`src/rtl/mem_pkg.sv`:
```
// Shared memory-interface types: op, access size, params bundle and LSU states.
// Latency: n/a (types and constants only).
// Backpressure: n/a.
package mem_pkg;

    localparam int unsigned MEM_SIZE_BYTES = 64 * 1024 * 1024;

    typedef enum logic {
        MEM_OP_READ  = 1'b0,
        MEM_OP_WRITE = 1'b1
    } mem_op_t;

    typedef enum logic [1:0] {
        MEM_ACCESS_BYTE = 2'd0,
        MEM_ACCESS_HALF = 2'd1,
        MEM_ACCESS_WORD = 2'd2,
        MEM_ACCESS_RSVD = 2'd3
    } mem_access_size_t;

    typedef struct packed {
        logic             read_unsigned;
        mem_access_size_t access_size;
        mem_op_t          op;
    } mem_params_t;

    typedef enum logic [1:0] {
        LSU_IDLE   = 2'd0,
        LSU_ACCESS = 2'd1,
        LSU_RESP   = 2'd2
    } lsu_state_t;

    // Number of bytes touched by an access; RSVD touches nothing.
    function automatic logic [2:0] access_bytes(input mem_access_size_t size);
        case (size)
            MEM_ACCESS_BYTE: access_bytes = 3'd1;
            MEM_ACCESS_HALF: access_bytes = 3'd2;
            MEM_ACCESS_WORD: access_bytes = 3'd4;
            default:         access_bytes = 3'd0;
        endcase
    endfunction

endpackage

```
`src/rtl/lsu_align_check.sv`:
```
// Flags requests that must not reach memory: reserved size, misalignment, out of range.
// Latency: purely combinational.
// Backpressure: none; evaluated on whatever request is presented.
module lsu_align_check
    import mem_pkg::*;
#(
    parameter int unsigned MEM_BYTES = MEM_SIZE_BYTES
) (
    input  logic [31:0] addr,
    input  mem_params_t params,
    output logic        fault
);

    logic [32:0] end_addr;
    logic        misaligned;
    logic        unused_params;

    // Only the size matters for classification; direction and signedness do not.
    assign unused_params = ^{params.read_unsigned, params.op};

    // One bit of headroom so addresses near 2^32 cannot wrap into range.
    always_comb begin
        end_addr   = {1'b0, addr} + {30'd0, access_bytes(params.access_size)};
        misaligned = 1'b0;
        case (params.access_size)
            MEM_ACCESS_HALF: misaligned = addr[0];
            MEM_ACCESS_WORD: misaligned = |addr[1:0];
            MEM_ACCESS_RSVD: misaligned = 1'b1;
            default:         misaligned = 1'b0;
        endcase
        fault = misaligned || (end_addr > 33'(MEM_BYTES));
    end

endmodule

```
`src/rtl/lsu.sv`:
```
// Load/store unit: one request at a time, one memory cycle per good access.
// Latency: response valid 2 cycles after accept (1 cycle for faulting requests).
// Backpressure: response held until resp_ready; new request accepted in the handshake cycle.
module lsu
    import mem_pkg::*;
#(
    parameter int unsigned MEM_BYTES = MEM_SIZE_BYTES
) (
    input  logic        clock,
    input  logic        reset,
    input  logic        req_valid,
    output logic        req_ready,
    input  logic [31:0] req_addr,
    input  logic [31:0] req_wdata,
    input  mem_params_t req_params,
    output logic        resp_valid,
    input  logic        resp_ready,
    output logic [31:0] resp_rdata,
    output logic        resp_fault,
    output logic [31:0] mem_address,
    output logic [31:0] mem_wdata,
    input  logic [31:0] mem_rdata,
    output mem_params_t mem_params
);

    lsu_state_t  state;
    logic [31:0] addr_q;
    logic [31:0] wdata_q;
    logic [31:0] rdata_q;
    mem_params_t params_q;
    logic        fault_q;
    logic        req_fault;
    logic        accept;

    lsu_align_check #(
        .MEM_BYTES(MEM_BYTES)
    ) u_align (
        .addr  (req_addr),
        .params(req_params),
        .fault (req_fault)
    );

    // Ready while idle, or while the current response is being taken; never in reset.
    assign req_ready  = reset && ((state == LSU_IDLE) || ((state == LSU_RESP) && resp_ready));
    assign accept     = req_valid && req_ready;
    assign resp_valid = (state == LSU_RESP);
    assign resp_rdata = resp_valid ? rdata_q : 32'd0;
    assign resp_fault = resp_valid && fault_q;

    // The memory writes whenever it sees WRITE, so the op is forced to READ outside
    // ACCESS; because state resets asynchronously this also kills a write mid-cycle.
    assign mem_address = addr_q;
    assign mem_wdata   = wdata_q;
    always_comb begin
        mem_params = params_q;
        if (state != LSU_ACCESS) begin
            mem_params.op = MEM_OP_READ;
        end
    end

    // Request/response sequencing; memory-side registers only load on a good request
    // so faulting requests leave the memory port exactly as it was.
    always_ff @(posedge clock or negedge reset) begin
        if (!reset) begin
            state    <= LSU_IDLE;
            addr_q   <= 32'd0;
            wdata_q  <= 32'd0;
            rdata_q  <= 32'd0;
            fault_q  <= 1'b0;
            params_q <= '{read_unsigned: 1'b0, access_size: MEM_ACCESS_BYTE, op: MEM_OP_READ};
        end else begin
            case (state)
                LSU_IDLE, LSU_RESP: begin
                    if (accept) begin
                        if (req_fault) begin
                            state   <= LSU_RESP;
                            rdata_q <= 32'd0;
                            fault_q <= 1'b1;
                        end else begin
                            state    <= LSU_ACCESS;
                            addr_q   <= req_addr;
                            wdata_q  <= req_wdata;
                            params_q <= req_params;
                            fault_q  <= 1'b0;
                        end
                    end else if ((state == LSU_RESP) && resp_ready) begin
                        state <= LSU_IDLE;
                    end
                end
                LSU_ACCESS: begin
                    state   <= LSU_RESP;
                    rdata_q <= (params_q.op == MEM_OP_READ) ? mem_rdata : 32'd0;
                end
                default: state <= LSU_IDLE;
            endcase
        end
    end

endmodule

```
`config.mk`:
```
export PLATFORM = sky130hd
export DESIGN_NAME = lsu
export DESIGN_NICKNAME = d
export VERILOG_FILES = /design/src/rtl/mem_pkg.sv /design/src/rtl/lsu_align_check.sv /design/src/rtl/lsu.sv
export SDC_FILE = /design/constraint.sdc
export NUM_CORES = 1
export LEC_CHECK = 0
export ABC_AREA = 1
export BUFFER_PORTS_ARGS = -buffer_cell sky130_fd_sc_hd__buf_4
export CAP_MARGIN = 10
export CORE_MARGIN = 1
export CORE_UTILIZATION = 35
export DETAILED_ROUTE_END_ITERATION = 6
export PLACE_DENSITY_LB_ADDON = 0.3
export SLEW_MARGIN = 20
export SYNTH_ARGS = -nofsm -noshare
export SYNTH_HDL_FRONTEND = slang
export SYNTH_HIERARCHICAL = 1
export SYNTH_SLANG_ARGS = --single-unit
```
`constraint.sdc`:
```
create_clock -name clock -period 3.1 [get_ports clock]
set_input_delay 0.62 -clock clock [delete_from_list [all_inputs] [get_ports clock]]
set_output_delay 0.62 -clock clock [all_outputs]
set_load 0.005 [all_outputs]
```
Word level (Yosys, flattened, before mapping)

Index checks and enable logic that the tools add are counted.

Register bits: 103
Output and inout bits: 103
Word-level logic and storage cells: 47

$add $sub $neg: 1
Magnitude comparators: 1
Equality and inequality tests: 9
Muxes and demuxes: 13
Bitwise logic cells: 1
Reductions and logical operators: 14

Operators by type and width:

| kind                                                                    | number |
|---|---|
| 32-bit 2-to-1 mux                                                       | 4 |
| 32-bit case mux with 2 select lines                                     | 1 |
| 32-bit by 3-bit adder with 33-bit output                                | 1 |
| 33-bit by 27-bit > comparator with 1-bit output, second input constant  | 1 |
| 3-bit case mux with 3 select lines                                      | 1 |
| 2-bit equality test, second input constant                              | 3 |
| 2-bit 2-to-1 mux                                                        | 3 |
| 3-bit AND reduction                                                     | 2 |
| 2-bit by 1-bit equality test with 1-bit output, second input constant   | 2 |
| 1-bit logical AND                                                       | 4 |
| 2-bit zero test                                                         | 2 |
| 2-bit inequality test, second input constant                            | 2 |
| 2-bit case mux with 2 select lines                                      | 1 |
| 2-bit OR reduction                                                      | 2 |
| 3-bit inequality test, second input constant                            | 1 |
| 1-bit case mux with 3 select lines                                      | 1 |
| 1-bit logical OR                                                        | 2 |
| 1-bit 2-to-1 mux                                                        | 2 |
| 2-bit by 1-bit inequality test with 1-bit output, second input constant | 1 |
| 2-bit AND reduction                                                     | 1 |
| 2-bit nonzero test                                                      | 1 |
| 1-bit NOT                                                               | 1 |

Logic depth before layout (Yosys ltp)

Depth in word-level cells: 8
Gate-level depth with buffers: 25

Modules after synthesis

Netlist, hierarchy kept.

By module, submodules not included:

| module          | times used | cells an instance | area an instance (µm²) |
|---|---|---|---|
| lsu             | 1          | 518               | 4234.1 |
| lsu_align_check | 1          | 257               | 1193.6 |

Worst setup path before layout

No wires, ideal clock.

Path kind: input-to-reg
From: input req_params[2] (netlist name)
To: register addr_q[0], in the netlist mem_address[0]
Setup time: 0.116 ns
Data arrival time: 2.955 ns
Setup slack: 0.029 ns
Cell stages on the path: 20
Path buffers: 2
Cells stage by stage: nor2_1 -> ha_1 -> fa_1 -> or2_2 -> a21oi_1 -> nand3_1 -> nor2_1 -> nand2_1 -> nor2_1 -> nand2_1 -> nor2_1 -> nand2_1 -> nand2_1 -> nand2_1 -> inv_1 -> nand4_2 -> buf_2 -> buf_2 -> nand2_1 -> nand2_1

Longest elaborated chain between the ends: 7

RTL lines:

| what                                              | RTL line                             | RTL |
|---|---|---|
| start, declared                                   | lsu.sv:15                            | `input mem_params_t req_params,` |
| 2-bit equality test, or another cell as far along | mem_pkg.sv:34, lsu_align_check.sv:25 |  |
| 3-bit case mux with 3 select lines                | mem_pkg.sv:34                        | `case (size)` |
| 32-bit by 3-bit adder with 33-bit output          | lsu_align_check.sv:23                | `end_addr = {1'b0, addr} + {30'd0, access_bytes(params.access_size)};` |
| 33-bit by 27-bit > comparator with 1-bit output   | lsu_align_check.sv:31                | `fault = misaligned \|\| (end_addr > 33'(MEM_BYTES));` |
| 1-bit logical OR *                                | lsu_align_check.sv:31                |  |
| net req_fault                                     | lsu.sv:32                            | `logic req_fault;` |
| 1-bit NOT (no source line) *                      | n/a                                  |  |
| 3-bit AND reduction (no source line) *            | n/a                                  |  |
| end signal, assigned                              | lsu.sv:81                            | `addr_q <= req_addr;` |
| end, declared                                     | lsu.sv:27                            | `logic [31:0] addr_q;` |

Mark *: on every way through the listed nets, which the timed path passes. The rest lies on a longest branch.
A chain may end at the register's enable or synchronous reset.

Worst setup path after layout

From: input req_params[2] (netlist name)
To: register addr_q[10], in the netlist mem_address[10]

Same word-level chain as after synthesis.

==> results_dict.tcl <==
set metrics [dict create \
    final_nets 1110 \
    syn_avg_cell_area_um2 7.00 \
    grt_antenna_before_repair 0 \
    antenna_cells 0 \
    synth-edff-count 0 \
    max-clock-path-buffers 2 \
    start_util_pct 35.8 \
    hold_buffers 0 \
    hpwl_um 11800 \
    cts.sinks 103 \
    die_x_um 127 \
    crit_top_cell "nand2_1" \
    rr_startpoint "state[1]" \
    grt_usage_pct 20.2 \
    cts_tree "built" \
    worstSkewPairLatency_ns 0.35 \
    ys_seq_elements 103 \
    core_um2 15100 \
    placedCellCount 1162 \
    clkTransAtPathRegs_ns 0.07 \
    area_delta_synth_final_pct 49.0 \
    worstPathArrival_ns 3.29 \
    grt_pass1_vias 5232 \
    post-route-min-period_ns 3.00 \
    synth-main-ff-cell "dfrtp_1" \
    synth_area_um2 5430 \
    holdWs_ns 0.434 \
    fp.dieH_um 127 \
    ys_warn_count 6 \
    grt_max_degree 60 \
    critPathMaxStageDelay_ns 0.23 \
    yosysUniqueCellTypes 31 \
    dr.pass1.iters 5 \
    max_freq_mhz 334 \
    endpoint_kind "flip-flop" \
    critPathLaunchType "input pin" \
    core.rowCount 45 \
    cap_violations 0 \
    final_common_cell "nand2_1" \
    leakagePower_nw 4.48 \
    hp-class "in2async" \
    portBuffers 206 \
    final_max_slew_viol_count 0 \
    gp_congestion 0.908 \
    peakVddDrop_mv 0.280 \
    overflow 0 \
    worstPathMaxFanout 7 \
    seq_area_frac_synth_pct 47.5 \
    critPathRequiredTime_ns 3.39 \
    num_vias 5583 \
    slowest_stage "fa_2" \
    critical_path_class "in2reg" \
    first_iter_violations 302 \
    slew_headroom_pct 49.5 \
    fin_crit_sh_pct 96.6 \
    io_pins 207 \
    worstSetupStartpoint "req_params[2]" \
    clock_skew_ns 0.00632 \
    drc 0 \
    cts_root_buffer "clkbuf_16" \
    h-tree-depth 3 \
    synth-async-reset-ratio_pct 100 \
    final_layout_size_suffix_gt1_share_pct 29.0 \
    fin_util_pct 53.4 \
    grt_pass1_wl_um 25600 \
    avgRoutedWirePerCell_um 14.3 \
    die-area_um2 16000 \
    netlist_instances 775 \
    fin_cells 1195 \
    crit_chain "buf_4 -> nor2_4 -> ha_4 -> fa_2 -> nand3_2 -> nand2_4 -> nand3_4 -> nor2_4 -> nand2_2 -> nor2_4 -> nand2_1 -> nand2_1 -> nand2_1 -> nor2_1 -> nand2_1 -> nor2_2 -> nand2_2 -> inv_2 -> nand4_4 -> buf_12 -> clkinv_16 -> clkbuf_16 -> nand2_1 -> nand2_1" \
    outcome "finished, final reports clean" \
    fillers 1497 \
    layout_common_cells "381 x nand2_1, 224 x buf_4, 103 x dfrtp_1" \
    wirelength_um 17100 \
    powerDensity_nw_per_um2 389 \
    viasPerCell 4.67 \
    worstMarginPinSlew_ns 0.758 \
    finalHoldViolCount 0 \
    route.antenna.remaining_nets 0 \
    synth_nets 883 \
    tritoncts.num_buffers 9 \
    setup_viol 0 \
]
## sequential cells by signal, indices dropped and copies added, names as in the netlist
signal and cells:
mem_wdata 32, state 2, rdata_q 32, params_q 1
mem_params 3, mem_address 32, fault_q 1
## final timing paths
kind / slack, ns / depth (start not counted) / end
max: 0.10 / 24 / mem_address[10]
min: 0.43 / 2 / rdata_q[5]
max reg2reg: 1.66 / 6 / rdata_q[1]
min reg2reg: 0.47 / 2 / fault_q
max in group asynchronous: 1.60 / 3 / mem_address[16]
min in group clock: 0.46 / 3 / mem_wdata[17]
## through the flow
stage	cell area (µm²)	total power, mW	TNS [ns]	setup WS [ns]
global route	8090	3.29	-2.32	-0.0632
global placement	7260	1.85	-15.22	-0.184
detailed placement	7260	1.85	-18.66	-0.234
finish	8090	3.15	0	0.104
CTS	7610	3.17	0	0.128
floorplan	5430	1.58	0	0.0290
## synthesized netlist by cell type, types with 2 or more instances
cell | instances | area share [%]
buf_4 | 4 | 0.55
nor2_1 | 88 | 6.1
or2_2 | 3 | 0.35
o21bai_1 | 2 | 0.28
dfrtp_1 | 103 | 47
a21oi_1 | 3 | 0.28
nor3_1 | 2 | 0.18
nand3b_1 | 8 | 1.1
xor2_1 | 3 | 0.48
nor2_2 | 4 | 0.46
xnor2_1 | 2 | 0.32
o211ai_1 | 2 | 0.28
and2_1 | 2 | 0.23
nand2_2 | 4 | 0.46
buf_2 | 11 | 1.0
nand4_1 | 7 | 0.81
nand2_1 | 384 | 27
nor2_4 | 4 | 0.83
clkbuf_1 | 10 | 0.69
nand3_1 | 48 | 4.4
ha_1 | 3 | 0.69
o21ai_0 | 5 | 0.46
inv_1 | 63 | 4.4
buf_1 | 3 | 0.21
## repair_timing
action                                  4_1_cts  5_1_grt
endpoints found under the setup margin        0      103
buffers inserted                              0        5
gates resized for setup                       0       47
## metal layers
layer  global-route usage, %  part of all wire [%]  routed length, µm
met3                    4.47                   5.0                855
met5                       0                     0                  0
met1                    25.3                    43               7330
met2                    34.4                    50               8580
met4                    7.16                   1.7                293
## logic make-up (layout without fill, tap and decap cells)
| logic type | count (synthesis) | after routing | synth area share [%] |
|---|---|---|---|
| AO/OA/AOI/OAI | 13 | 13 | 1.43 |
| XOR/XNOR | 5 | 5 | 0.807 |
| adder cells (fa/ha/maj) | 4 | 4 | 1.06 |
| buffers and inverters | 93 | 325 | 7.10 |
| flip-flops | 103 | 103 | 47.5 |
| AND/OR/NAND/NOR | 557 | 557 | 42.1 |
## area by class of cell
cell class / instances / area, µm² / area share (%)
sequential: 103 / 2580 / 31.9
timing repair inverter: 1 / 16.3 / 0.201
inverter: 64 / 267 / 3.30
clock buffer: 9 / 225 / 2.79
multi-input combinational: 579 / 2550 / 31.5
tap: 188 / 235 / 2.91
clock inverter: 7 / 120 / 1.49
timing repair buffer: 244 / 2100 / 25.9
## worst max-delay path, delay by kind of cell
| kind | cells | cell delay [ns] |
|---|---|---|
| buffers and inverters | 5 | 0.62 |
| adders and majority gates | 2 | 0.39 |
| and+or+nand+nor | 17 | 1.66 |
## report_power, final
part           internal (mW)  leakage [nW]  total [mW]  switching [mW]
logic                  0.210          2.89       0.423           0.213
registers               1.39          1.43        1.41          0.0252
clock network          0.792         0.166        1.31           0.519
total                   2.39          4.48        3.15           0.758
Note: power is estimated with default switching activity, not from simulation.
